$ cat config.mk
export PLATFORM = sky130hd
export DESIGN_NAME = a2d_spi_resp
export DESIGN_NICKNAME = d
export VERILOG_FILES = /design/src/rtl/a2d_spi_resp.sv
export SDC_FILE = /design/constraint.sdc
export NUM_CORES = 1
export LEC_CHECK = 0
export BUFFER_PORTS_ARGS = -buffer_cell sky130_fd_sc_hd__buf_2
export CORE_MARGIN = 5
export CORE_UTILIZATION = 41
export CTS_BUF_LIST = sky130_fd_sc_hd__clkbuf_4 sky130_fd_sc_hd__clkbuf_8 sky130_fd_sc_hd__clkbuf_16
export CTS_CLUSTER_SIZE = 24
export DETAILED_ROUTE_END_ITERATION = 8
export PLACE_DENSITY = 0.7
export SLEW_MARGIN = 30
export SYNTH_ARGS = -nofsm -noshare
export SYNTH_HDL_FRONTEND = slang
export SYNTH_SLANG_ARGS = --single-unit
export TNS_END_PERCENT = 5
$ cat constraint.sdc
create_clock -name clk -period 2 [get_ports clk]
set_clock_uncertainty 0.05 [all_clocks]
set_input_delay 0.4 -clock clk [delete_from_list [all_inputs] [get_ports clk]]
set_output_delay 0.4 -clock clk [all_outputs]
set_load 0.01 [all_outputs]
$ cat src/rtl/a2d_spi_resp.sv
// SPI mode-0 responder emulating an eight-channel 12-bit A2D converter.
// A 16-bit command frame selects a channel; the next frame returns {4'h0, sample}.
module a2d_spi_resp (
    input  logic        clk,
    input  logic        rst,
    input  logic        SS_n,
    input  logic        SCLK,
    input  logic        MOSI,
    output logic        MISO,
    input  logic [95:0] ch_data,
    output logic [2:0]  chnnl_sel,
    output logic        cnv_vld,
    output logic        frm_err
);

    typedef enum logic {
        IDLE  = 1'b0,
        SHIFT = 1'b1
    } state_t;

    typedef enum logic {
        PH_CMD  = 1'b0,
        PH_DATA = 1'b1
    } phase_t;

    // Synchronizer chains: [0],[1] are the sync stages, [2] is edge history
    logic [2:0]  ss_q, ss_d;
    logic [2:0]  sclk_q, sclk_d;
    logic [1:0]  mosi_q, mosi_d;

    state_t      state_q, state_d;
    phase_t      phase_q, phase_d;
    logic [4:0]  bit_cnt_q, bit_cnt_d;
    logic [15:0] rx_shft_q, rx_shft_d;
    logic [15:0] tx_shft_q, tx_shft_d;
    logic [11:0] samp_q, samp_d;
    logic [2:0]  chnnl_sel_q, chnnl_sel_d;
    logic        cnv_vld_q, cnv_vld_d;
    logic        frm_err_q, frm_err_d;

    logic        sclk_rise, sclk_fall, ss_fall, ss_rise;
    logic        mosi_synced;
    logic [15:0] rx_next;
    logic [4:0]  cnt_next;
    logic [11:0] ch_arr [8];

    genvar gi;
    generate
        for (gi = 0; gi < 8; gi++) begin : g_ch_slice
            assign ch_arr[gi] = ch_data[12*gi +: 12];
        end
    endgenerate

    always_comb begin
        ss_d   = {ss_q[1:0], SS_n};
        sclk_d = {sclk_q[1:0], SCLK};
        mosi_d = {mosi_q[0], MOSI};
    end

    assign sclk_rise   =  sclk_q[1] & ~sclk_q[2];
    assign sclk_fall   = ~sclk_q[1] &  sclk_q[2];
    assign ss_fall     = ~ss_q[1]   &  ss_q[2];
    assign ss_rise     =  ss_q[1]   & ~ss_q[2];
    assign mosi_synced =  mosi_q[1];

    always_ff @(posedge clk or posedge rst) begin
        if (rst) begin
            ss_q   <= 3'b111;
            sclk_q <= 3'b000;
            mosi_q <= 2'b00;
        end else begin
            ss_q   <= ss_d;
            sclk_q <= sclk_d;
            mosi_q <= mosi_d;
        end
    end

    // FSM: state register
    always_ff @(posedge clk or posedge rst) begin
        if (rst) begin
            state_q <= IDLE;
        end else begin
            state_q <= state_d;
        end
    end

    // FSM: next-state logic
    always_comb begin
        state_d = state_q;
        case (state_q)
            IDLE:    if (ss_fall) state_d = SHIFT;
            SHIFT:   if (ss_rise) state_d = IDLE;
            default: state_d = IDLE;
        endcase
    end

    // FSM: outputs
    always_comb begin
        MISO = 1'b0;
        if (state_q == SHIFT) begin
            MISO = tx_shft_q[15];
        end
    end

    // A coincident sclk_rise is folded in before the frame-end count is judged
    always_comb begin
        rx_next  = rx_shft_q;
        cnt_next = bit_cnt_q;
        if ((state_q == SHIFT) && sclk_rise) begin
            rx_next  = {rx_shft_q[14:0], mosi_synced};
            cnt_next = (bit_cnt_q == 5'd17) ? 5'd17 : bit_cnt_q + 5'd1;
        end
    end

    always_comb begin
        phase_d     = phase_q;
        bit_cnt_d   = bit_cnt_q;
        rx_shft_d   = rx_shft_q;
        tx_shft_d   = tx_shft_q;
        samp_d      = samp_q;
        chnnl_sel_d = chnnl_sel_q;
        cnv_vld_d   = 1'b0;
        frm_err_d   = 1'b0;
        case (state_q)
            IDLE: begin
                if (ss_fall) begin
                    bit_cnt_d = 5'd0;
                    tx_shft_d = (phase_q == PH_CMD) ? 16'h0000 : {4'h0, samp_q};
                end
            end
            SHIFT: begin
                rx_shft_d = rx_next;
                bit_cnt_d = cnt_next;
                // No shift after the 16th bit: the last data bit stays on MISO
                if (sclk_fall && (bit_cnt_q != 5'd0) && (bit_cnt_q < 5'd16)) begin
                    tx_shft_d = {tx_shft_q[14:0], 1'b0};
                end
                if (ss_rise) begin
                    if (cnt_next == 5'd16) begin
                        if (phase_q == PH_CMD) begin
                            chnnl_sel_d = rx_next[13:11];
                            samp_d      = ch_arr[rx_next[13:11]];
                            phase_d     = PH_DATA;
                        end else begin
                            cnv_vld_d = 1'b1;
                            phase_d   = PH_CMD;
                        end
                    end else begin
                        frm_err_d = 1'b1;
                    end
                end
            end
            default: ;
        endcase
    end

    always_ff @(posedge clk or posedge rst) begin
        if (rst) begin
            phase_q     <= PH_CMD;
            bit_cnt_q   <= 5'd0;
            rx_shft_q   <= 16'h0000;
            tx_shft_q   <= 16'h0000;
            samp_q      <= 12'h000;
            chnnl_sel_q <= 3'd0;
            cnv_vld_q   <= 1'b0;
            frm_err_q   <= 1'b0;
        end else begin
            phase_q     <= phase_d;
            bit_cnt_q   <= bit_cnt_d;
            rx_shft_q   <= rx_shft_d;
            tx_shft_q   <= tx_shft_d;
            samp_q      <= samp_d;
            chnnl_sel_q <= chnnl_sel_d;
            cnv_vld_q   <= cnv_vld_d;
            frm_err_q   <= frm_err_d;
        end
    end

    assign chnnl_sel = chnnl_sel_q;
    assign cnv_vld   = cnv_vld_q;
    assign frm_err   = frm_err_q;

endmodule
# == Yosys cells after proc, flatten, opt, wreduce, memory -nomap -nowiden ==
# Index checks and enable logic that the tools add are counted.
# Widths: inputs -> output; s select.
# word_totals
reg_bits,62
latch_bits,0
mem_bits_rw,0
mem_bits_ro,0
input_bits,101
out_inout_bits,6
elab_cells,63
memories,0
# classes
add_sub_neg,1
n_mul,0
div,0
order_cmp,2
n_eq_ne,4
shift,0
n_mux,24
bitwise_logic,11
n_reduce_logical,8
# op_table
op,n
$bmux 12 s3,1
$mux 12,3
$mux 16,2
$pmux 16 s2,1
$mux 5,3
$mux 14,1
$mux 1,11
$eq 5x5->1 const B,2
$pmux 5 s2,1
$not 1->1,6
$add 5x1->5 const B,1
$lt 5x5->1 const B,1
$reduce_bool 5->1,1
$and 1x1->1,4
$ge 4x4->1 const B,1
$not 3->4,1
$reduce_and 2->1,2
$reduce_and 4->1,1
$logic_and 1x1->1,3
$reduce_and 3->1,1
$ne 2x1->1 const B,1
$ne 2x2->1 const B,1
$pmux 1 s2,1

# == Depth between registers and ports, before layout ==
# logic_depth
depth_word,8
ltp_mapped,8
ltp_nobuf,7

# == Worst setup path before layout ==
# No wires, ideal clock.
# synth_path
kind,register to register
from,register bit_cnt_q[0]
to,register chnnl_sel_q[0] (netlist: chnnl_sel[0])
setup_ns,0.125
t_arrival_ns,2.006
slack_ns,-0.181
stages_incl_launch_ff,9
n_path_buf,1
path_cell_list,dfrtp_1 > inv_1 > ha_1 > nand2b_1 > nor4_4 > o32ai_2 > nor3_4 > buf_12 > mux2_4
# synth_between
elab_chain_cells,5
word_cells_on_any_way,6
cone_classes,add/sub (1); eq/ne (2); mux (2); reduce/logical (1)
# synth_rtl
item,line_no,source
from (decl),33,"logic [4:0] bit_cnt_q, bit_cnt_d;"
from (signal assigned),169,bit_cnt_q <= bit_cnt_d;
$add 5x1->5 or $eq 5x5->1 (tied branches),111,cnt_next = (bit_cnt_q == 5'd17) ? 5'd17 : bit_cnt_q + 5'd1;
$mux 5,111,
$mux 5 (*),109,if ((state_q == SHIFT) && sclk_rise) begin
$eq 5x5->1 (*),139,if (cnt_next == 5'd16) begin
$reduce_and 4->1 (no line) (*),-,
to (signal assigned),173,chnnl_sel_q <= chnnl_sel_d;
to (decl),37,"logic [2:0] chnnl_sel_q, chnnl_sel_d;"
# Mark *: on every way between the ends. The rest lies on a longest branch, timed or not.
# A chain may end at the register's enable or synchronous reset.

# == Worst setup path after layout ==
# layout_path
from,register bit_cnt_q[0]
to,register samp_q[10]
# layout_between
elab_chain_cells,5
word_cells_on_any_way,6
cone_classes,add/sub (1); eq/ne (2); mux (2); reduce/logical (1)
# layout_rtl
item,line_no,source
$add 5x1->5 or $eq 5x5->1 (tied branches),111,
$mux 5,111,
$mux 5 (*),109,
$eq 5x5->1 (*),139,
$reduce_and 4->1 (no line) (*),-,
to (signal assigned),172,samp_q <= samp_d;
to (decl),36,"logic [11:0] samp_q, samp_d;"
# Marks and branches as above.

==> flow_summary.rst <==
.. list-table::
   :header-rows: 1

   * - Metric
     - Value
   * - Area share of the largest cell type after synthesis
     - 36.62%
   * - Worst setup slack after layout
     - -208.4 ps
   * - Clock latency reported for the late side of the worst-skew pair
     - 330 ps
   * - Critical path class
     - register to register
   * - I/O Pins
     - 107
   * - Syn nets
     - 441
   * - Fraction of the mapped netlist area in simple logic gates
     - 12.94%
   * - Residual antenna-violating net count after detailed routing
     - 0
   * - Dominant cell type by area after synthesis
     - dfrtp_1
   * - HP Class
     - input port to asynchronous set/reset pin
   * - Die span in y
     - 109.2 um
   * - Achievable Freq
     - 452.8 MHz
   * - Required time of the worst setup path
     - 2170 ps
   * - Clk sink count
     - 62
   * - Post-synth top flop
     - dfrtp_1
   * - Sum of overflow across all layers after global routing
     - 0
   * - Initial standard-cell utilization of the core
     - 41.63%
   * - # diodes
     - 0
   * - Max-cap viol count
     - 0
   * - Sequential element share of the synthesized area
     - 38.58%
   * - Dominant cells by area after synthesis
     - dfrtp_1 37%, mux4_2 27%, nand2_1 6.1%
   * - Fraction of layout instances using a drive strength above 1
     - 49.02%
   * - Sequential cell area
     - 0.001556 mm2
   * - Number of global-route vias before repair
     - 3512
   * - Leak pwr
     - 2.211 nW
   * - Combinational family with the most area after synthesis
     - multiplexers
   * - Total die area
     - 0.01192 mm2
   * - Slew at the pin closest to its max-slew limit
     - 791.5 ps
   * - Layout Cells excl Fill
     - 590
   * - Post-synth cell types
     - 41
   * - EDFF count, synth
     - 0
   * - Clock tree root driver cell
     - clkbuf_8
   * - 1st-iter DRT viols
     - 145
   * - First-pass iteration count of the detailed router
     - 4
   * - Gate count of the mapped netlist
     - 337
   * - Maximum number of pins on one net before global-route repair
     - 41
   * - Portion of the clock cycle consumed by the worst path in the final layout
     - 110.4%
   * - # placed instances
     - 574
   * - Total power per unit cell area
     - 624.3 mW/mm2
   * - Post-CTS Setup Repair Bufs
     - 0
   * - Max-slew violation count
     - 0
   * - Mean routed wirelength per cell
     - 17.22 um
   * - CTS Buf Count
     - 9
   * - Post-synthesis instance area
     - 0.004031 mm2
   * - All-layer global routing usage
     - 18.44%
   * - GPL Wtd Cong
     - 0.8138
   * - Multi-input combinational cell area
     - 0.002297 mm2
   * - Count of H-tree levels built during CTS
     - 3
   * - Yosys warns
     - 0
   * - Highest ir drop seen on vdd
     - 0.2637 mV
   * - Fraction of the mapped netlist area in adder cells
     - 0.9311%
   * - Antenna violations before repair
     - 0
   * - Syn avg cell area
     - 11.96 um2
   * - Buffers added on ports
     - 106
   * - Filler cells
     - 844
   * - Count of vias placed by the detailed router
     - 3281
   * - Final Power
     - 3.148 mW
   * - Xor/xnor share of the synthesized area
     - 0.8690%
   * - Number of rows in the core area
     - 36
   * - Share of synthesized area spent on multiplexers
     - 32.18%
   * - Seq cells post-synth
     - 62
   * - Placeable core region
     - 0.009684 mm2
   * - Share of async-settable or async-resettable flops after synthesis
     - 100.0%
   * - Largest fanout on the critical path
     - 15
   * - Post-detailed-routing wire length
     - 10160 um
   * - Ratio of routed vias to standard cells
     - 5.561
   * - Fraction of the mapped netlist area in compound gates
     - 10.06%
   * - DRC Markers
     - 0
   * - Detailed placer's ending HPWL
     - 7824 um
   * - Unrepaired setup endpoints after global routing
     - true
   * - Total count of hold-check failures in the final report
     - 0
   * - Startpoint kind of the worst setup timing path
     - register
   * - CTS tree
     - yes
   * - Number of buffers between clock root and the deepest sink
     - 2
   * - Violations in the final reports
     - setup timing
   * - Die width
     - 109.2 um
   * - # setup viols final
     - 15
   * - P&R area growth vs syn
     - 25.08%
   * - Clock edge transition at the registers on the reported setup and hold paths
     - 70 ps
   * - # nets final
     - 556
   * - Critical Path Sink Type
     - register
   * - Result of the run
     - finished with violations
   * - Crit path arrival time
     - 2370 ps
   * - Final worst path period need
     - 2208 ps
   * - Wire length of the first global-routing pass
     - 16950 um
   * - Max-Slew Margin vs Limit
     - 47.12%
sequential cells by signal, indices dropped and copies added, names as in the netlist:
name / flops
bit_cnt_q: 5
ss_q: 3
chnnl_sel: 3
tx_shft_q: 16
frm_err: 1
samp_q: 12
mosi_q: 2
sclk_q: 3
cnv_vld: 1
state_q: 1
phase_q: 1
rx_shft_q: 14
synthesized netlist by cell type (all sizes together), types with 2 or more instances:
| cell type | number |
|---|---|
| nand3b | 2 |
| xnor2 | 2 |
| nand3 | 2 |
| a21oi | 4 |
| nor3 | 2 |
| nor2b | 2 |
| mux4 | 48 |
| nand2b | 5 |
| inv | 4 |
| clkbuf | 12 |
| xor2 | 2 |
| ha | 3 |
| buf | 18 |
| nand2 | 65 |
| nor4 | 4 |
| nor2 | 18 |
| mux2 | 15 |
| a22oi | 11 |
| and2 | 2 |
| a22o | 5 |
| o21ai | 17 |
| dfrtp | 59 |
| dfstp | 3 |
| o22ai | 24 |
where the power goes:
part,total [mW],internal (mW),leakage (nW),switching [mW]
Clock,1.12,0.623,0.0990,0.493
Sequential,1.38,1.33,0.832,0.0517
Combinational,0.647,0.342,1.28,0.305
Total,3.15,2.30,2.21,0.850
per-stage QoR:
step	hold WS, ps	cell area [um2]	TNS, ps	utilization (%)	worst slack, ps
after floorplan	281.2	4031	-2171	-	-181.0
after global placement	286.9	4838	-1137	49.96	-98.77
after detailed placement	287.8	4838	-2567	49.96	-196.2
after CTS	37.90	5042	-2912	52.07	-226.7
after global routing	49.64	5042	-3987	52.07	-298.4
final	42.66	5042	-2698	52.07	-208.4
placed cells by master, fill, tap and decap left out, types with 2 or more instances in the layout:
master      synthesis  routed
buf_2              10     106
nand2_1            65      65
dfrtp_1            59      58
mux4_2             48      48
o22ai_1            24      24
buf_4               2      23
nor2_1             18      18
o21ai_0            17      17
a22oi_1            11      11
mux2_4             10      10
clkbuf_8            0      10
nand2b_1            5       5
a22o_1              5       5
mux2_2              5       5
buf_12              1       5
a21oi_1             4       4
inv_1               4       3
ha_1                3       3
dfstp_2             3       3
xnor2_1             2       2
nand3_1             2       2
nor4_1              2       2
xor2_1              2       2
nor2b_1             2       2
and2_1              2       2
clkinvlp_4          0       2
layout make-up:
| cell class | instances | share of cell area [%] |
|---|---|---|
| inverters | 4 | 0.2978 |
| clock buffers | 11 | 2.878 |
| multi-input cells | 241 | 45.56 |
| well taps | 133 | 3.300 |
| clock inverters | 5 | 1.166 |
| flip-flops and latches | 62 | 30.87 |
| repair buffers | 134 | 15.93 |
worst max-delay path, stage by stage (launching register included):
cell and delay [ps]:
dfrtp_1 440, ha_1 280, nor4_1 400, o32ai_2 200, nor3_4 190, buf_12 190, mux2_2 340
logic make-up after synthesis:
kind of cell | count (synthesis)
simple gates | 107
buf+inv | 34
fa+ha+maj | 3
mux | 64
flops | 62
xor+xnor | 4
compound gates | 63
final timing paths:
| check | from | endpoint | slack (ps) | cells after the start |
|---|---|---|---|---|
| max reg2reg | bit_cnt_q[0] | samp_q[10] | -210 | 6 |
| max in group asynchronous | rst | ss_q[2] | 1400 | 3 |
| min reg2reg | sclk_q[0] | sclk_q[1] | 300 | 0 |
| max | bit_cnt_q[0] | samp_q[10] | -210 | 6 |
| min in group clk | SS_n | ss_q[0] | 120 | 1 |
| min | rst | rx_shft_q[5] | 40 | 3 |
per-layer routing:
layer | vias to the layer above | part of all wire, % | GRT usage (%)
met5 | - | 0 | 0
met2 | 122 | 52 | 31.80
met1 | 1635 | 40 | 23.13
li1 | 1509 | - | -
met3 | 15 | 6.5 | 4.677
met4 | 0 | 1.3 | 4.779
timing repair:
action,4_1_cts,5_1_grt
hold buffers,0,0
setup endpoints to repair,15,15
pin swaps,0,0
resized for setup,0,0
(Power assumes the default switching activity.)
